<file path="config.mk">
export PLATFORM = sky130hd
export DESIGN_NAME = ysyx_220053_ifu
export DESIGN_NICKNAME = d
export VERILOG_FILES = /design/src/rtl/ysyx_220053_ifu.sv
export SDC_FILE = /design/constraint.sdc
export NUM_CORES = 1
export LEC_CHECK = 0
export BUFFER_PORTS_ARGS = -buffer_cell sky130_fd_sc_hd__buf_2
export CAP_MARGIN = 10
export CORE_ASPECT_RATIO = 1.25
export CORE_UTILIZATION = 25
export CTS_BUF_LIST = sky130_fd_sc_hd__clkbuf_16
export DETAILED_ROUTE_END_ITERATION = 10
export GPL_TIMING_DRIVEN = 0
export PLACE_DENSITY = 0.52
export SLEW_MARGIN = 10
export SYNTH_ARGS = -nofsm -noshare
export SYNTH_HDL_FRONTEND = slang
export SYNTH_SLANG_ARGS = --single-unit
</file>
<file path="constraint.sdc">
create_clock -name clk -period 3.15 [get_ports clk]
set_input_delay 0 -clock clk [delete_from_list [all_inputs] [get_ports clk]]
set_output_delay 0 -clock clk [all_outputs]
set_load 0.03 [all_outputs]
</file>
<file path="src/rtl/ysyx_220053_ifu.sv">
// rtl/ysyx_220053_ifu.sv - instruction fetch unit: single-outstanding imem fetch, PC/instr FIFO toward decode
module ysyx_220053_ifu #(
    parameter int              XLEN     = 64,
    parameter logic [XLEN-1:0] RESET_PC = XLEN'('h8000_0000),
    parameter int              DEPTH    = 2
) (
    input  logic            clk,
    input  logic            rst_n,
    output logic            imem_req_valid,
    input  logic            imem_req_ready,
    output logic [XLEN-1:0] imem_req_addr,
    input  logic            imem_rsp_valid,
    input  logic [31:0]     imem_rsp_data,
    input  logic            redirect_valid,
    input  logic [XLEN-1:0] redirect_pc,
    input  logic            halt_i,
    output logic            instr_valid,
    input  logic            instr_ready,
    output logic [31:0]     instr_o,
    output logic [XLEN-1:0] pc_o,
    output logic            halted_o
);
    localparam int AW = (DEPTH > 1) ? $clog2(DEPTH) : 1;
    localparam int CW = AW + 1;
    localparam logic [CW-1:0] FULL = CW'(DEPTH);

    typedef enum logic [1:0] {S_IDLE, S_REQ, S_WAIT, S_HALT} state_t;

    state_t          state;
    logic [XLEN-1:0] fetch_pc;
    logic [XLEN-1:0] req_addr;
    logic            req_epoch;
    logic            epoch;
    logic            halted;
    logic [XLEN-1:0] fifo_pc    [DEPTH];
    logic [31:0]     fifo_instr [DEPTH];
    logic [AW-1:0]   rd_ptr;
    logic [AW-1:0]   wr_ptr;
    logic [CW-1:0]   count;

    logic redirect;
    logic push;
    logic pop;

    assign redirect = redirect_valid && (state != S_HALT);
    // Responses from before the latest redirect carry a stale epoch and are discarded.
    assign push = (state == S_WAIT) && imem_rsp_valid && (req_epoch == epoch) && !redirect_valid;
    assign pop  = instr_valid && instr_ready && !redirect;

    assign imem_req_valid = (state == S_REQ);
    assign imem_req_addr  = req_addr;
    assign instr_valid    = (count != '0) && !halted;
    assign instr_o        = fifo_instr[rd_ptr];
    assign pc_o           = fifo_pc[rd_ptr];
    assign halted_o       = halted;

    always_ff @(posedge clk or negedge rst_n) begin
        if (!rst_n) begin
            state     <= S_IDLE;
            fetch_pc  <= RESET_PC;
            req_addr  <= '0;
            req_epoch <= 1'b0;
            epoch     <= 1'b0;
            halted    <= 1'b0;
            rd_ptr    <= '0;
            wr_ptr    <= '0;
            count     <= '0;
            for (int i = 0; i < DEPTH; i++) begin
                fifo_pc[i]    <= '0;
                fifo_instr[i] <= '0;
            end
        end else begin
            if (halt_i) begin
                halted <= 1'b1;
            end

            case (state)
                S_IDLE: begin
                    if (halted) begin
                        state <= S_HALT;
                    end else if ((count < FULL) && !redirect) begin
                        req_addr  <= fetch_pc;
                        req_epoch <= epoch;
                        fetch_pc  <= fetch_pc + XLEN'(4);
                        state     <= S_REQ;
                    end
                end
                S_REQ: begin
                    if (imem_req_ready) begin
                        state <= S_WAIT;
                    end
                end
                S_WAIT: begin
                    if (imem_rsp_valid) begin
                        state <= S_IDLE;
                    end
                end
                default: state <= S_HALT;
            endcase

            if (push) begin
                fifo_pc[wr_ptr]    <= req_addr;
                fifo_instr[wr_ptr] <= imem_rsp_data;
            end

            if (redirect) begin
                fetch_pc <= {redirect_pc[XLEN-1:2], 2'b00};
                epoch    <= ~epoch;
                rd_ptr   <= '0;
                wr_ptr   <= '0;
                count    <= '0;
            end else begin
                if (push) begin
                    wr_ptr <= wr_ptr + AW'(1);
                end
                if (pop) begin
                    rd_ptr <= rd_ptr + AW'(1);
                end
                case ({push, pop})
                    2'b10:   count <= count + CW'(1);
                    2'b01:   count <= count - CW'(1);
                    default: count <= count;
                endcase
            end
        end
    end
endmodule

</file>
---- Word level (Yosys, flattened, before mapping) ----
Index checks and enable logic that the tools add are counted.
word-level totals
  word-level logic and storage cells ...... 85
  register bits after elaboration ......... 329
cells by class
  $add $sub $neg .......................... 5
  bitwise operators ....................... 4
  equality and inequality tests ........... 10
  reduce and logical (&&, ||, !) cells .... 22
  muxes and demuxes ....................... 27
  magnitude comparators ................... 4
operator list
  operator                                                               number
  64-bit 2-to-1 mux                                                      8
  128-bit bitwise mux                                                    1
  32-bit 2-to-1 mux                                                      4
  64-bit by 3-bit adder with 64-bit output, second input constant        1
  64-bit bitwise mux                                                     1
  64-bit demux with 1-bit select                                         1
  32-bit demux with 1-bit select                                         1
  2-bit 2-to-1 mux                                                       5
  2-bit nonzero test                                                     5
  1-bit logical AND                                                      9
  3-bit AND reduction                                                    3
  2-bit case mux with 3 select lines                                     1
  2-bit by 1-bit equality test with 1-bit output, second input constant  2
  2-bit equality test, second input constant                             2
  2-bit greater-or-equal comparator, second input constant               2
  1-bit 2-to-1 mux                                                       4
  2-bit by 1-bit != test with 1-bit output, second input constant        2
  2-bit != test, second input constant                                   2
  1-bit inverter with 2-bit output                                       2
  2-bit case mux with 2 select lines                                     1
  1-bit zero test                                                        3
  3-bit != test, second input constant                                   1
  3-bit nonzero test                                                     1
  1-bit adder, second input constant                                     2
  other kinds (7)                                                        8

---- Depth between registers and ports, before layout ----
Gate-level depths: netlist of the first run.
  depth in word-level cells ............... 8
  depth in mapped cells ................... 9
  depth with buffers taken out ............ 7

---- Least setup slack after synthesis of the first run ----
No wires, ideal clock.
  path kind ............................... register -> register
  start ................................... register state[0]
  end ..................................... register fetch_pc[54]
  buffers on the path ..................... 1
  library setup time ...................... 0.082 ns
  setup slack ............................. 0.668 ns
  arrival time ............................ 2.400 ns
  data required time ...................... 3.068 ns
  cell stages (with the launch flop) ...... 9
  cell sequence ........................... dfrtp_1 -> inv_1 -> ha_1 -> or3b_4 -> nor3_2 -> nand4_2 -> clkbuf_1 -> or4_1 -> a31oi_1
on the way
  longest elaborated chain between the ends .. 6
ends and longest elaborated chain
  what                                  RTL line  RTL
  start, declared                       29        state_t state;
  start signal, assigned                59        state <= S_IDLE;
  start signal, assigned                80        state <= S_HALT;
  start signal, assigned                85        state <= S_REQ;
  2-bit != test                         45        assign redirect = redirect_valid && (state != S_HALT);
  1-bit logical AND                     45
  1-bit zero test                       81        end else if ((count < FULL) && !redirect) begin
  1-bit logical AND                     81
  2-bit nonzero test (no source line)   --
  3-bit AND reduction (no source line)  --
  end signal, assigned                  84        fetch_pc <= fetch_pc + XLEN'(4);
  end signal, assigned                  107       fetch_pc <= {redirect_pc[XLEN-1:2], 2'b00};
  end, declared                         30        logic [XLEN-1:0] fetch_pc;
Parallel ways exist; a longest one is shown, timed or not.
A chain may end at the register's enable or synchronous reset.

---- Final worst setup path of the first run ----
  start ................................... register state[1]
  end ..................................... register fetch_pc[46]
The elaborated chain is that of the path after synthesis.

==> report_table.html, run 1 <==
<table>
<tr><th>Metric</th><th>Value</th></tr>
<tr><th colspan="2">Finish</th></tr>
<tr><td>Net count reported at finish</td><td>1,652</td></tr>
<tr><td>Total of fill cells in the finished design</td><td>5,803</td></tr>
<tr><td>Area Growth Syn to Fin</td><td>32.9%</td></tr>
<tr><td>Layout cell share with drive strength beyond 1</td><td>44.2%</td></tr>
<tr><td>Area occupied by multi-input gates</td><td>0.00619 sq mm</td></tr>
<tr><td>Area occupied by registers</td><td>0.00803 sq mm</td></tr>
<tr><th colspan="2">STA</th></tr>
<tr><td>Post-layout min period</td><td>2.96 ns</td></tr>
<tr><td>Share of the cycle needed by the critical path after routing</td><td>94.0%</td></tr>
<tr><td>Skew final</td><td>0.0186 ns</td></tr>
<tr><td>Final hold violations</td><td>0</td></tr>
<tr><td>Final max-slew violation count</td><td>0</td></tr>
<tr><td>Max frequency</td><td>338 MHz</td></tr>
<tr><td>Relative max-transition margin</td><td>41.3%</td></tr>
<tr><td>Setup repair after global routing missed its margin</td><td>no</td></tr>
<tr><td>Crit path setup slack, layout</td><td>0.190 ns</td></tr>
<tr><td>Setup Viol. Count Final</td><td>0</td></tr>
<tr><td>Measured slew at the worst slew-check pin</td><td>0.881 ns</td></tr>
<tr><th colspan="2">Drt</th></tr>
<tr><td>Metal3 WL</td><td>1.74 mm</td></tr>
<tr><td>Routed metal-1 wirelength</td><td>18.5 mm</td></tr>
<tr><td>Violation count after the first detailed-route iteration</td><td>474</td></tr>
<tr><td>Post-detailed-route count of antenna-violating nets</td><td>0</td></tr>
<tr><td>Drt total wl</td><td>43.0 mm</td></tr>
<tr><td>Top sig layer</td><td>met5</td></tr>
<tr><td>Per-cell routed wire length</td><td>18.5 um</td></tr>
<tr><td>First-pass detailed-route iteration total</td><td>4</td></tr>
<tr><td>Routed via count divided by cell count</td><td>4.54</td></tr>
<tr><td>Total vias in the final route</td><td>10.5k</td></tr>
<tr><td>DRC errors left</td><td>0</td></tr>
<tr><td>Total length of routed met2 wires</td><td>21.8 mm</td></tr>
<tr><th colspan="2">Floorplanning</th></tr>
<tr><td>Core outline area</td><td>0.0571 sq mm</td></tr>
<tr><td>Vert. Die Dim</td><td>271 um</td></tr>
<tr><td>Width of the die</td><td>217 um</td></tr>
<tr><td>I/O pin cnt</td><td>266</td></tr>
<tr><td>Area of the die</td><td>0.0588 sq mm</td></tr>
<tr><td>Initial standard-cell utilization of the core</td><td>25.3%</td></tr>
<tr><td>Floorplan row count</td><td>98</td></tr>
<tr><th colspan="2">Clock tree</th></tr>
<tr><td>H-tree levels</td><td>2</td></tr>
<tr><td>TritonCTS clock tree</td><td>built</td></tr>
<tr><td>Reg clk slew, reported paths</td><td>0.06 ns</td></tr>
<tr><td>Number of sinks on the clock net</td><td>321</td></tr>
<tr><td>Later-pin clock latency in the skew report</td><td>0.56 ns</td></tr>
<tr><td>CTS Buffer Depth</td><td>3</td></tr>
<tr><td>Clock root buffer master</td><td>clkbuf_16</td></tr>
<tr><td>TritonCTS Buffers</td><td>38</td></tr>
<tr><th colspan="2">Critical path</th></tr>
<tr><td>Critical path data required time</td><td>3.55 ns</td></tr>
<tr><td>Crit Path Max Fanout</td><td>10</td></tr>
<tr><td>Critical path arrival</td><td>3.36 ns</td></tr>
<tr><td>Critical path start-end classification</td><td>register to register</td></tr>
<tr><td>Critical path endpoint category</td><td>register</td></tr>
<tr><td>Launching element type of the critical path</td><td>register</td></tr>
<tr><th colspan="2">Global routing</th></tr>
<tr><td>All-Layer GR Usage</td><td>14.8%</td></tr>
<tr><td>Initial antenna violation count</td><td>5</td></tr>
<tr><td>Vias in the first global route</td><td>11.2k</td></tr>
<tr><td>Maximum number of pins on one net before global-route repair</td><td>99</td></tr>
<tr><td>Grt ovf</td><td>0</td></tr>
<tr><td>First-pass GRT wire length</td><td>66.9 mm</td></tr>
<tr><th colspan="2">Placed design</th></tr>
<tr><td>Worst slack after detailed placement</td><td>-0.489 ns</td></tr>
<tr><td>Number of buffer cells added on primary ports</td><td>259</td></tr>
<tr><td>Placed wire-length estimate after detailed placement</td><td>31.2 mm</td></tr>
<tr><td>Weighted congestion at the end of routability-driven global placement</td><td>0.753</td></tr>
<tr><th colspan="2">Pwr</th></tr>
<tr><td>Max VDD drop</td><td>0.000462 V</td></tr>
<tr><td>Part of the power in the clock network</td><td>28.3%</td></tr>
<tr><td>Internal cell power</td><td>9970 uW</td></tr>
<tr><td>Tot Pwr</td><td>15,600 uW</td></tr>
<tr><td>Share of total power in sequential cells</td><td>40.0%</td></tr>
<tr><td>Static leakage</td><td>0.00923 uW</td></tr>
<tr><td>Sw frac</td><td>36.1%</td></tr>
<tr><td>Portion of total power attributed to combinational logic</td><td>31.7%</td></tr>
<tr><td>Power density cells</td><td>812 mW/mm^2</td></tr>
<tr><td>Net switching power</td><td>5630 uW</td></tr>
<tr><th colspan="2">Min path</th></tr>
<tr><td>Worst hold-check path type</td><td>input pin to async pin</td></tr>
<tr><th colspan="2">Yosys</th></tr>
<tr><td>Yosys top cell by area</td><td>dfrtp_1</td></tr>
<tr><td>Share of flip-flops with an asynchronous set or reset</td><td>100%</td></tr>
<tr><td>Largest cells by area after synthesis</td><td>dfrtp_1, mux2_2, nand2_1</td></tr>
<tr><td>Mean instance size in the synthesized netlist</td><td>12.8 sq um</td></tr>
<tr><td>Register area share after synthesis</td><td>55.5%</td></tr>
<tr><td>Number of synthesized flops with an enable pin</td><td>0</td></tr>
<tr><td>Number of synthesized register bits</td><td>321</td></tr>
<tr><td>Share of the synthesized area in the top cell type</td><td>55.4%</td></tr>
<tr><td>Yosys cell types</td><td>47</td></tr>
<tr><td>Synthesis Warnings</td><td>0</td></tr>
<tr><td>Primary FF master, synth</td><td>dfrtp_1</td></tr>
<tr><td>Gate Count Post-Synth</td><td>1,129</td></tr>
<tr><td>Post-Synthesis Cell Area</td><td>0.0145 sq mm</td></tr>
<tr><th colspan="2">Run</th></tr>
<tr><td>Max-cap viol count</td><td>0</td></tr>
<tr><th colspan="2">Run status</th></tr>
<tr><td>Run status</td><td>complete, no violations</td></tr>
</table>
## cell usage in the layout, fill, tap and decap left out, drive strengths merged, types with 12 or more instances in the layout
cell type	count
xor2	24
mux2	340
clkinv	13
or3	14
o31ai	12
clkbuf	79
nor3	13
nand2	81
dfrtp	320
dlygate4sd3	103
a31oi	25
o21ai	52
xnor2	13
or4	13
inv	20
buf	290
nor2	35
nand4	29
nand3	28
## stage by stage
stage | cell area [sq um] | TNS (ns) | hold slack, ns | util [%] | std cells
2_1_floorplan | 14500 | 0 | -0.296 | - | 1132
3_3_place_gp | 16700 | -1434.91 | 0.196 | 29.2 | 2141
3_5_place_dp | 16800 | -30.89 | -0.0668 | 29.4 | 2145
4_1_cts | 19200 | 0 | 0.00569 | 33.5 | 2314
5_1_grt | 19200 | 0 | 0.0206 | 33.6 | 2321
6_report | 19200 | 0 | 0.0320 | 33.6 | 2321
## timing repair
item / in CTS / in global routing
pin swaps: 1 / 2
hold buffers: 104 / 0
setup buffers: 1 / 5
resized for setup: 10 / 4
hold endpoints to repair: 366 / 0
endpoints found under the setup margin: 142 / 22
## critical path, stage by stage, from the launching register on
cell,delay [ns]
dfrtp_1,0.40
inv_1,0.11
ha_1,0.23
or3b_4,0.48
nor3_4,0.18
buf_12,0.15
nand4_4,0.21
buf_2,0.33
buf_2,0.28
o31ai_1,0.29
a31oi_1,0.12
## Yosys cell counts (all sizes together) (2+ instances only)
cell    count
or2         3
a31oi      25
mux2      340
or3b        2
nor4        7
xor2       24
o31ai      12
buf        20
clkbuf     43
dfrtp     320
nor3       13
and4        3
nand2b      2
o21ai      52
or3        14
nand4      29
and2        6
and3        8
nor2       35
ha          5
inv        11
mux2i       5
nor3b       3
or4        13
nand2      81
nand3      28
o211ai      2
xnor2      13
## registers in the layout, indices dropped and copies added, names as in the netlist
name and count:
imem_req_addr 62, halted_o 1, count 2, fifo_instr 64, epoch 1, fetch_pc 62
wr_ptr 1, state 2, rd_ptr 1, req_epoch 1, fifo_pc 124
## cell families (layout without fill, tap and decap cells)
logic type / after synthesis / in the layout / share of synthesized area [%]
AOI/OAI and AO/OA: 98 / 98 / 4.00
xor gates and xnor gates: 37 / 37 / 2.24
adders and majority gates: 5 / 5 / 0.433
buffers and inverters: 74 / 511 / 2.04
DFF: 321 / 321 / 55.5
muxes: 345 / 345 / 26.8
other: 1 / 6 / 0.0259
and+or+nand+nor: 248 / 248 / 8.89
## area by class of cell
type / count / area share, %
antenna: 2 / 0.0260
buffer: 62 / 1.37
clock buffer: 38 / 4.95
clock inverter: 27 / 1.46
inverter: 11 / 0.215
multi-input combinational: 737 / 32.2
sequential: 321 / 41.8
tap: 750 / 4.88
timing repair buffer: 373 / 13.1
## path summary, 6_finish.rpt
check                                        start                       end  slack [ns]  cells past startpoint
setup / recovery              state[1]$_DFFE_PN0P_  fetch_pc[46]$_DFFE_PN0P_        0.19                     10
hold / removal                               rst_n  fifo_pc[115]$_DFFE_PN0P_        0.03                      3
setup reg to reg              state[1]$_DFFE_PN0P_  fetch_pc[46]$_DFFE_PN0P_        0.19                     10
hold reg to reg            fifo_pc[14]$_DFFE_PN0P_   fifo_pc[14]$_DFFE_PN0P_        0.50                      1
max in group asynchronous                    rst_n   fifo_pc[66]$_DFFE_PN0P_        2.18                      4
min in group clk                    imem_rsp_valid      count[0]$_DFFE_PN0P_        0.10                      6
## power groups by stage
stage	Clock (uW)	Combinational (uW)	Sequential [uW]
floorplan	0	3440	6140
global placement	0	4780	6250
detailed placement	0	4860	6310
CTS	4610	5040	6240
global route	4770	5370	6420
finish	4420	4950	6240
## routing by layer
metal | global-route usage [%] | up-vias
met5 | 0 | -
li1 | - | 4891
met3 | 2.88 | 63
met1 | 18.3 | 5353
met4 | 4.36 | 4
met2 | 25.7 | 215
(Power assumes the default switching activity.)
==> run 2, diff against run 1 <==
--- a/config.mk
+++ b/config.mk
@@ -12,6 +12,7 @@
 export CTS_BUF_LIST = sky130_fd_sc_hd__clkbuf_16
 export DETAILED_ROUTE_END_ITERATION = 10
 export GPL_TIMING_DRIVEN = 0
+export MAX_ROUTING_LAYER = met4
 export PLACE_DENSITY = 0.52
 export SLEW_MARGIN = 10
 export SYNTH_ARGS = -nofsm -noshare
==> report_table.html, run 2 (synthesis gave the netlist of run 1 again) <==
<table>
<tr><th>Metric</th><th>Value</th></tr>
<tr><th colspan="2">Critical path</th></tr>
<tr><td>Critical path endpoint category</td><td>register (unchanged)</td></tr>
<tr><td>Cell breakdown of the critical path</td><td>inv_1 &gt; ha_1 &gt; or3b_4 &gt; nor3_4 &gt; buf_12 &gt; nand4_4 &gt; buf_2 &gt; buf_2 &gt; o31ai_1 &gt; a31oi_1 (unchanged)</td></tr>
<tr><td>Critical path start-end classification</td><td>register to register (unchanged)</td></tr>
<tr><td>Critical path arrival</td><td>3.36 ns (about the same)</td></tr>
<tr><td>Critical path data required time</td><td>3.55 ns (about the same)</td></tr>
<tr><td>Critical-path top delay cell</td><td>or3b_4 (unchanged)</td></tr>
<tr><td>Crit Path Max Fanout</td><td>10 (unchanged)</td></tr>
<tr><td>Launching element type of the critical path</td><td>register (unchanged)</td></tr>
<tr><td>Library cell appearing most often on the critical path</td><td>buf_2 (unchanged)</td></tr>
<tr><td>Worst path max stage delay</td><td>0.48 ns (about the same)</td></tr>
<tr><th colspan="2">Drt</th></tr>
<tr><td>Routed via count divided by cell count</td><td>4.52 (was 4.54)</td></tr>
<tr><td>DRC errors left</td><td>0 (unchanged)</td></tr>
<tr><td>Violation count after the first detailed-route iteration</td><td>429 (was 474)</td></tr>
<tr><td>Per-cell routed wire length</td><td>18.5 um (about the same)</td></tr>
<tr><td>Post-detailed-route count of antenna-violating nets</td><td>0 (unchanged)</td></tr>
<tr><td>Total vias in the final route</td><td>10.5k (about the same)</td></tr>
<tr><td>Drt total wl</td><td>43.0 mm (about the same)</td></tr>
<tr><td>First-pass detailed-route iteration total</td><td>4 (unchanged)</td></tr>
<tr><th colspan="2">Finish</th></tr>
<tr><td>Leading cell types in the layout, fill and taps excluded</td><td>mux2_2, dfrtp_1, buf_2 (unchanged)</td></tr>
<tr><td>Final core utilization</td><td>33.6% (about the same)</td></tr>
<tr><td>Area occupied by multi-input gates</td><td>0.00619 sq mm (unchanged)</td></tr>
<tr><td>Net count reported at finish</td><td>1,652 (unchanged)</td></tr>
<tr><td>Top flop regs</td><td>fifo_pc: 124 flops, fifo_instr: 64 flops (unchanged)</td></tr>
<tr><td>Max FFs per register</td><td>124 (unchanged)</td></tr>
<tr><td>Reg with most FFs</td><td>fifo_pc (unchanged)</td></tr>
<tr><td>Total of fill cells in the finished design</td><td>5,800 (was 5,803)</td></tr>
<tr><td>Area Growth Syn to Fin</td><td>32.9% (about the same)</td></tr>
<tr><td>Area occupied by registers</td><td>0.00803 sq mm (unchanged)</td></tr>
<tr><td>Layout Cell Area excl Fill</td><td>0.0192 sq mm (about the same)</td></tr>
<tr><td>Most frequent standard cell in the layout excluding fill and tap cells</td><td>mux2_2 (unchanged)</td></tr>
<tr><td>Cell Count, Final, Fillers Out</td><td>2,325 (was 2,321)</td></tr>
<tr><td>Layout cell share with drive strength beyond 1</td><td>44.2% (unchanged)</td></tr>
<tr><th colspan="2">Pwr</th></tr>
<tr><td>Sw frac</td><td>36.1% (about the same)</td></tr>
<tr><td>Internal cell power</td><td>9970 uW (about the same)</td></tr>
<tr><td>Share of total power in sequential cells</td><td>40.0% (about the same)</td></tr>
<tr><td>Max VDD drop</td><td>0.000462 V (about the same)</td></tr>
<tr><td>Part of the power in the clock network</td><td>28.3% (about the same)</td></tr>
<tr><td>Static leakage</td><td>0.00923 uW (about the same)</td></tr>
<tr><td>Net switching power</td><td>5640 uW (was 5630 uW)</td></tr>
<tr><td>Portion of total power attributed to combinational logic</td><td>31.7% (about the same)</td></tr>
<tr><td>Power density cells</td><td>812 mW/mm^2 (about the same)</td></tr>
<tr><th colspan="2">Clock tree</th></tr>
<tr><td>H-tree levels</td><td>2 (unchanged)</td></tr>
<tr><td>TritonCTS Buffers</td><td>38 (unchanged)</td></tr>
<tr><td>CTS Buffer Depth</td><td>3 (unchanged)</td></tr>
<tr><td>Number of sinks on the clock net</td><td>321 (unchanged)</td></tr>
<tr><td>Later-pin clock latency in the skew report</td><td>0.56 ns (about the same)</td></tr>
<tr><td>TritonCTS clock tree</td><td>built (unchanged)</td></tr>
<tr><td>Reg clk slew, reported paths</td><td>0.06 ns (about the same)</td></tr>
<tr><td>Clock root buffer master</td><td>clkbuf_16 (unchanged)</td></tr>
<tr><th colspan="2">STA</th></tr>
<tr><td>Final hold slack</td><td>0.0310 ns (was 0.0320 ns)</td></tr>
<tr><td>Setup repair after global routing missed its margin</td><td>no (unchanged)</td></tr>
<tr><td>Skew final</td><td>0.0200 ns (was 0.0186 ns)</td></tr>
<tr><td>Setup Viol. Count Final</td><td>0 (unchanged)</td></tr>
<tr><td>Final hold violations</td><td>0 (unchanged)</td></tr>
<tr><td>Setup tns final</td><td>0 ns (unchanged)</td></tr>
<tr><td>Max frequency</td><td>338 MHz (about the same)</td></tr>
<tr><td>Share of the cycle needed by the critical path after routing</td><td>93.9% (was 94.0%)</td></tr>
<tr><td>Post-layout min period</td><td>2.96 ns (about the same)</td></tr>
<tr><td>Relative max-transition margin</td><td>40.3% (was 41.3%)</td></tr>
<tr><td>Final max-slew violation count</td><td>0 (unchanged)</td></tr>
<tr><td>Measured slew at the worst slew-check pin</td><td>0.895 ns (was 0.881 ns)</td></tr>
<tr><th colspan="2">Placed design</th></tr>
<tr><td>Standard cell area after detailed placement</td><td>0.0168 sq mm (unchanged)</td></tr>
<tr><td>Number of placed instances with taps included</td><td>2,145 (unchanged)</td></tr>
<tr><td>Placed wire-length estimate after detailed placement</td><td>31.2 mm (unchanged)</td></tr>
<tr><td>Weighted congestion at the end of routability-driven global placement</td><td>0.763 (was 0.753)</td></tr>
<tr><td>Number of buffer cells added on primary ports</td><td>259 (unchanged)</td></tr>
<tr><th colspan="2">Global routing</th></tr>
<tr><td>Initial antenna violation count</td><td>6 (was 5)</td></tr>
<tr><td>Vias in the first global route</td><td>11.2k (about the same)</td></tr>
<tr><td>First-pass GRT wire length</td><td>66.9 mm (about the same)</td></tr>
<tr><td>Grt ovf</td><td>0 (unchanged)</td></tr>
<tr><td>Maximum number of pins on one net before global-route repair</td><td>99 (unchanged)</td></tr>
<tr><td>All-Layer GR Usage</td><td>15.2% (was 14.8%)</td></tr>
<tr><th colspan="2">Floorplanning</th></tr>
<tr><td>Area of the die</td><td>0.0588 sq mm (unchanged)</td></tr>
<tr><td>Core outline area</td><td>0.0571 sq mm (unchanged)</td></tr>
<tr><td>Width of the die</td><td>217 um (unchanged)</td></tr>
<tr><td>Vert. Die Dim</td><td>271 um (unchanged)</td></tr>
<tr><td>Floorplan row count</td><td>98 (unchanged)</td></tr>
<tr><td>Initial standard-cell utilization of the core</td><td>25.3% (unchanged)</td></tr>
<tr><td>I/O pin cnt</td><td>266 (unchanged)</td></tr>
<tr><th colspan="2">Min path</th></tr>
<tr><td>Worst hold-check path type</td><td>input pin to async pin (unchanged)</td></tr>
<tr><th colspan="2">Run</th></tr>
<tr><td>Max-cap viol count</td><td>0 (unchanged)</td></tr>
<tr><th colspan="2">Run status</th></tr>
<tr><td>Run status</td><td>complete, no violations (unchanged)</td></tr>
</table>
-- run 2: changes by cell type in the layout (fill, tap and decap cells not counted) --
cell and change:
diode_2 +4
-- run 2: power by group through the flow --
stage | logic (uW) | clock network (uW) | registers [uW]
2_1_floorplan | 3440 | 0 | 6140
3_3_place_gp | 4780 | 0 | 6250
3_5_place_dp | 4860 | 0 | 6310
4_1_cts | 5040 | 4610 | 6240
5_1_grt | 5370 | 4770 | 6420
6_report | 4950 | 4420 | 6240
-- run 2: final cells by class --
cell class                 count  share of cell area (%)
inverter                      11                   0.215
buffer                        62                    1.37
clock buffer                  38                    4.95
multi-input combinational    737                    32.2
timing repair buffer         373                    13.1
antenna                        6                  0.0781
sequential                   321                    41.8
clock inverter                27                    1.46
tap                          750                    4.88
-- run 2: worst paths after layout --
check | to | slack (ns) | startpoint | depth (start not counted)
max | fetch_pc[46]$_DFFE_PN0P_ | 0.19 | state[1]$_DFFE_PN0P_ | 10
min | fifo_pc[115]$_DFFE_PN0P_ | 0.03 | rst_n | 3
max reg2reg | fetch_pc[46]$_DFFE_PN0P_ | 0.19 | state[1]$_DFFE_PN0P_ | 10
min reg2reg | fifo_pc[20]$_DFFE_PN0P_ | 0.50 | fifo_pc[20]$_DFFE_PN0P_ | 1
max in group asynchronous | fifo_pc[66]$_DFFE_PN0P_ | 2.19 | rst_n | 4
min in group clk | count[0]$_DFFE_PN0P_ | 0.10 | imem_rsp_valid | 6
-- run 2: repair_timing --
item	4_1_cts	5_1_grt
endpoints found under the hold margin	366	0
hold buffers	104	0
gates resized for setup	10	4
endpoints found under the setup margin	142	22
pin swaps	1	2
buffers inserted	1	5
-- run 2: per-layer routing --
metal  up-vias  wire length [um]  global-route usage [%]
li1       4901                 -                       -
met1      5322             18600                    18.4
met2       222             21800                    25.7
met3        65              1700                    2.74
met4         0               914                    4.30
met5         -                 0                       -
-- run 2: worst max-delay path: cells and delay by family, from the launching register on --
| family | cells | cell delay (ns) |
|---|---|---|
| and+or+nand+nor | 3 | 0.86 |
| adders and majority gates | 1 | 0.23 |
| buffers and inverters | 4 | 0.88 |
| AOI/OAI and AO/OA | 2 | 0.41 |
| DFF | 1 | 0.40 |
-- run 2: stage by stage --
step | total power, uW | worst slack (ns)
finish | 15600 | 0.191
global route | 16600 | 0.0179
CTS | 15900 | 0.0148
detailed placement | 11200 | -0.489
global placement | 11000 | -4.29
floorplan | 9580 | 0.668
==> run 3, diff against run 2 <==
--- a/config.mk
+++ b/config.mk
@@ -5,15 +5,17 @@
 export SDC_FILE = /design/constraint.sdc
 export NUM_CORES = 1
 export LEC_CHECK = 0
-export BUFFER_PORTS_ARGS = -buffer_cell sky130_fd_sc_hd__buf_2
+export BUFFER_PORTS_ARGS = -buffer_cell sky130_fd_sc_hd__buf_4
 export CAP_MARGIN = 10
 export CORE_ASPECT_RATIO = 1.25
+export CORE_MARGIN = 5
 export CORE_UTILIZATION = 25
 export CTS_BUF_LIST = sky130_fd_sc_hd__clkbuf_16
 export DETAILED_ROUTE_END_ITERATION = 10
 export GPL_TIMING_DRIVEN = 0
 export MAX_ROUTING_LAYER = met4
 export PLACE_DENSITY = 0.52
+export REMOVE_ABC_BUFFERS = 1
 export SLEW_MARGIN = 10
 export SYNTH_ARGS = -nofsm -noshare
 export SYNTH_HDL_FRONTEND = slang
==> report_table.html, run 3 (synthesis gave the netlist of run 1 again) <==
<table>
<tr><th>Metric</th><th>Value</th></tr>
<tr><th colspan="2">Run status</th></tr>
<tr><td>Run status</td><td>complete, no violations (unchanged)</td></tr>
<tr><th colspan="2">Drt</th></tr>
<tr><td>Routed via count divided by cell count</td><td>4.51 (was 4.52)</td></tr>
<tr><td>Total vias in the final route</td><td>10.3k (was 10.5k)</td></tr>
<tr><td>Post-detailed-route count of antenna-violating nets</td><td>0 (unchanged)</td></tr>
<tr><td>First-pass detailed-route iteration total</td><td>6 (was 4)</td></tr>
<tr><td>Drt total wl</td><td>41.8 mm (was 43.0 mm)</td></tr>
<tr><td>Violation count after the first detailed-route iteration</td><td>439 (was 429)</td></tr>
<tr><td>DRC errors left</td><td>0 (unchanged)</td></tr>
<tr><td>Per-cell routed wire length</td><td>18.2 um (was 18.5 um)</td></tr>
<tr><th colspan="2">Global routing</th></tr>
<tr><td>Maximum number of pins on one net before global-route repair</td><td>108 (was 99)</td></tr>
<tr><td>Initial antenna violation count</td><td>2 (was 6)</td></tr>
<tr><td>Grt ovf</td><td>0 (unchanged)</td></tr>
<tr><td>Vias in the first global route</td><td>11.3k (was 11.2k)</td></tr>
<tr><td>Met2 global-route usage</td><td>22.7% (was 25.7%)</td></tr>
<tr><td>Met1 layer usage reported by global route</td><td>17.4% (was 18.4%)</td></tr>
<tr><td>GRT busiest layer</td><td>met2 (unchanged)</td></tr>
<tr><td>GRT met3 Usage</td><td>2.67% (was 2.74%)</td></tr>
<tr><td>First-pass GRT wire length</td><td>66.6 mm (was 66.9 mm)</td></tr>
<tr><td>All-Layer GR Usage</td><td>13.7% (was 15.2%)</td></tr>
<tr><th colspan="2">Pwr</th></tr>
<tr><td>Portion of total power attributed to combinational logic</td><td>34.0% (was 31.7%)</td></tr>
<tr><td>Internal cell power</td><td>10,500 uW (was 9970 uW)</td></tr>
<tr><td>Net switching power</td><td>5610 uW (was 5640 uW)</td></tr>
<tr><td>Max VDD drop</td><td>0.000413 V (was 0.000462 V)</td></tr>
<tr><td>Sw frac</td><td>34.8% (was 36.1%)</td></tr>
<tr><td>Power density cells</td><td>802 mW/mm^2 (was 812 mW/mm^2)</td></tr>
<tr><td>Share of total power in sequential cells</td><td>38.6% (was 40.0%)</td></tr>
<tr><td>Part of the power in the clock network</td><td>27.3% (was 28.3%)</td></tr>
<tr><td>Static leakage</td><td>0.00952 uW (was 0.00923 uW)</td></tr>
<tr><th colspan="2">Critical path</th></tr>
<tr><td>FF-to-FF path depth</td><td>8 (was 10)</td></tr>
<tr><td>Worst path max stage delay</td><td>0.63 ns (was 0.48 ns)</td></tr>
<tr><td>Cell breakdown of the critical path</td><td>inv_1 &gt; ha_1 &gt; or3b_4 &gt; nor4_4 &gt; buf_4 &gt; nand4_1 &gt; or4_1 &gt; a31oi_1 (was inv_1 &gt; ha_1 &gt; or3b_4 &gt; nor3_4 &gt; buf_12 &gt; nand4_4 &gt; buf_2 &gt; buf_2 &gt; o31ai_1 &gt; a31oi_1)</td></tr>
<tr><td>FF-to-FF Start</td><td>state[1]$_DFFE_PN0P_ (unchanged)</td></tr>
<tr><td>Sum of buffers and inverters on the critical path</td><td>2 (was 4)</td></tr>
<tr><td>Crit Path Max Fanout</td><td>7 (was 10)</td></tr>
<tr><td>Register-to-register path setup slack</td><td>0.28 ns (was 0.19 ns)</td></tr>
<tr><td>Worst flop-to-flop path endpoint</td><td>fetch_pc[55]$_DFFE_PN0P_ (was fetch_pc[46]$_DFFE_PN0P_)</td></tr>
<tr><td>Critical path endpoint category</td><td>register (unchanged)</td></tr>
<tr><td>Critical-path top delay cell</td><td>or4_1 (was or3b_4)</td></tr>
<tr><td>Critical path data required time</td><td>3.61 ns (was 3.55 ns)</td></tr>
<tr><td>Launching element type of the critical path</td><td>register (unchanged)</td></tr>
<tr><td>Critical path arrival</td><td>3.32 ns (was 3.36 ns)</td></tr>
<tr><td>CP top delay family</td><td>simple AND/OR/NAND/NOR gates (was buffers and inverters)</td></tr>
<tr><td>Critical path start-end classification</td><td>register to register (unchanged)</td></tr>
<tr><th colspan="2">Placed design</th></tr>
<tr><td>Standard cell area after detailed placement</td><td>0.0175 sq mm (was 0.0168 sq mm)</td></tr>
<tr><td>Placed wire-length estimate after detailed placement</td><td>28.5 mm (was 31.2 mm)</td></tr>
<tr><td>Number of buffer cells added on primary ports</td><td>259 (unchanged)</td></tr>
<tr><td>Worst slack after detailed placement</td><td>-0.730 ns (was -0.489 ns)</td></tr>
<tr><td>Weighted congestion at the end of routability-driven global placement</td><td>0.730 (was 0.763)</td></tr>
<tr><th colspan="2">Floorplanning</th></tr>
<tr><td>I/O pin cnt</td><td>266 (unchanged)</td></tr>
<tr><td>Width of the die</td><td>225 um (was 217 um)</td></tr>
<tr><td>Vert. Die Dim</td><td>279 um (was 271 um)</td></tr>
<tr><td>Area of the die</td><td>0.0628 sq mm (was 0.0588 sq mm)</td></tr>
<tr><td>Floorplan row count</td><td>98 (unchanged)</td></tr>
<tr><td>Core outline area</td><td>0.0573 sq mm (was 0.0571 sq mm)</td></tr>
<tr><td>Initial standard-cell utilization of the core</td><td>25.3% (about the same)</td></tr>
<tr><th colspan="2">Finish</th></tr>
<tr><td>Max FFs per register</td><td>124 (unchanged)</td></tr>
<tr><td>Net count reported at finish</td><td>1,628 (was 1,652)</td></tr>
<tr><td>Layout cell share with drive strength beyond 1</td><td>45.8% (was 44.2%)</td></tr>
<tr><td>Total of fill cells in the finished design</td><td>5,638 (was 5,800)</td></tr>
<tr><td>Area Growth Syn to Fin</td><td>38.9% (was 32.9%)</td></tr>
<tr><td>Most frequent standard cell in the layout excluding fill and tap cells</td><td>mux2_2 (unchanged)</td></tr>
<tr><td>Top flop regs</td><td>fifo_pc: 124 flops, fifo_instr: 64 flops (unchanged)</td></tr>
<tr><td>Leading cell types in the layout, fill and taps excluded</td><td>mux2_2, dfrtp_1, buf_4 (was mux2_2, dfrtp_1, buf_2)</td></tr>
<tr><td>Layout Cell Area excl Fill</td><td>0.0201 sq mm (was 0.0192 sq mm)</td></tr>
<tr><td>Reg with most FFs</td><td>fifo_pc (unchanged)</td></tr>
<tr><th colspan="2">STA</th></tr>
<tr><td>Share of the cycle needed by the critical path after routing</td><td>91.0% (was 93.9%)</td></tr>
<tr><td>Final hold violations</td><td>0 (unchanged)</td></tr>
<tr><td>Setup Viol. Count Final</td><td>0 (unchanged)</td></tr>
<tr><td>Measured slew at the worst slew-check pin</td><td>0.870 ns (was 0.895 ns)</td></tr>
<tr><td>Final max-slew violation count</td><td>0 (unchanged)</td></tr>
<tr><td>Crit path setup slack, layout</td><td>0.284 ns (was 0.191 ns)</td></tr>
<tr><td>Post-layout min period</td><td>2.87 ns (was 2.96 ns)</td></tr>
<tr><td>Relative max-transition margin</td><td>41.8% (was 40.3%)</td></tr>
<tr><td>Max frequency</td><td>349 MHz (was 338 MHz)</td></tr>
<tr><td>Skew final</td><td>0.0114 ns (was 0.0200 ns)</td></tr>
<tr><td>Setup repair after global routing missed its margin</td><td>no (unchanged)</td></tr>
<tr><th colspan="2">Run</th></tr>
<tr><td>Max-cap viol count</td><td>0 (unchanged)</td></tr>
<tr><th colspan="2">Clock tree</th></tr>
<tr><td>TritonCTS clock tree</td><td>built (unchanged)</td></tr>
<tr><td>CTS Buffer Depth</td><td>3 (unchanged)</td></tr>
<tr><td>Clock root buffer master</td><td>clkbuf_16 (unchanged)</td></tr>
<tr><td>Later-pin clock latency in the skew report</td><td>0.54 ns (was 0.56 ns)</td></tr>
<tr><td>H-tree levels</td><td>2 (unchanged)</td></tr>
<tr><td>TritonCTS Buffers</td><td>38 (unchanged)</td></tr>
<tr><td>Number of sinks on the clock net</td><td>321 (unchanged)</td></tr>
<tr><td>Reg clk slew, reported paths</td><td>0.06 ns (about the same)</td></tr>
<tr><th colspan="2">Min path</th></tr>
<tr><td>Worst hold-check path type</td><td>input pin to async pin (unchanged)</td></tr>
</table>
-- run 3: changes by cell type in the layout (fill, tap and decap cells not counted), moves of 3 or more --
cell and change:
clkbuf_16 +3, diode_2 -4, buf_12 +3, buf_1 -11, buf_16 +4, buf_4 +269
inv_6 -3, dlygate4sd3_1 +13, buf_2 -261, clkbuf_1 -39
-- run 3: worst max path at each step --
stage,from,to,slack (ns),depth (start not counted)
2_1_floorplan,state[0]$_DFFE_PN0P_,fifo_instr[32]$_DFFE_PN0P_,-7.60,5
3_3_place_gp,state[0]$_DFFE_PN0P_,fifo_instr[35]$_DFFE_PN0P_,-16.57,5
3_5_place_dp,state[1]$_DFFE_PN0P_,fetch_pc[55]$_DFFE_PN0P_,-0.73,7
4_1_cts,fetch_pc[20]$_DFFE_PN0P_,fetch_pc[55]$_DFFE_PN0P_,0.002,5
5_1_grt,state[0]$_DFFE_PN0P_,fetch_pc[55]$_DFFE_PN0P_,0.08,8
6_report,state[1]$_DFFE_PN0P_,fetch_pc[55]$_DFFE_PN0P_,0.28,8
-- run 3: per-layer routing --
layer / wire [um] / vias to the layer above
met1: 18400 / 5245
met2: 20600 / 201
met3: 2000 / 45
met5: 0 / -
met4: 704 / 0
li1: - / 4858
-- run 3: area by class of cell --
type / count / area [sq um] / share of cell area [%]
well taps: 750 / 938 / 4.67
clock buffers: 41 / 1030 / 5.11
inverters: 11 / 41.3 / 0.206
flip-flops and latches: 321 / 8040 / 40.0
clock inverters: 22 / 205 / 1.02
multi-input cells: 738 / 6250 / 31.1
diodes: 2 / 5.00 / 0.0249
repair buffers: 410 / 3580 / 17.8
-- run 3: per-stage QoR --
stage / hold WS, ns / power, uW / util, % / setup TNS (ns) / cells
detailed placement: -0.104 / 11700 / 30.6 / -9.64 / 2106
finish: 0.0338 / 16100 / 35.1 / 0 / 2295
global placement: 0.193 / 11500 / 29.9 / -2632.60 / 2078
global route: 0.0377 / 17100 / 35.1 / 0 / 2295
floorplan: -0.296 / 9600 / - / -830.82 / 1069
CTS: 0.00338 / 16400 / 35.0 / 0 / 2291
-- run 3: worst reg2reg max path: stages, from the launching register on --
cell	delay [ns]
dfrtp_1	0.41
inv_1	0.11
ha_1	0.21
or3b_4	0.48
nor4_4	0.18
buf_4	0.20
nand4_1	0.41
or4_1	0.64
a31oi_1	0.17
-- run 3: power groups by stage --
stage	Sequential, uW	Combinational [uW]	Clock, uW
finish	6220	5480	4400
global route	6430	5930	4760
CTS	6250	5560	4600
detailed placement	6320	5350	0
global placement	6240	5290	0
floorplan	6140	3460	0
-- run 3: repair_timing --
item | 4_1_cts | 5_1_grt
gates cloned | 1 | 0
pin swaps | 2 | 1
hold buffers | 117 | 0
setup buffers | 4 | 2
gates resized for setup | 5 | 3
endpoints found under the setup margin | 28 | 46
endpoints found under the hold margin | 352 | 0
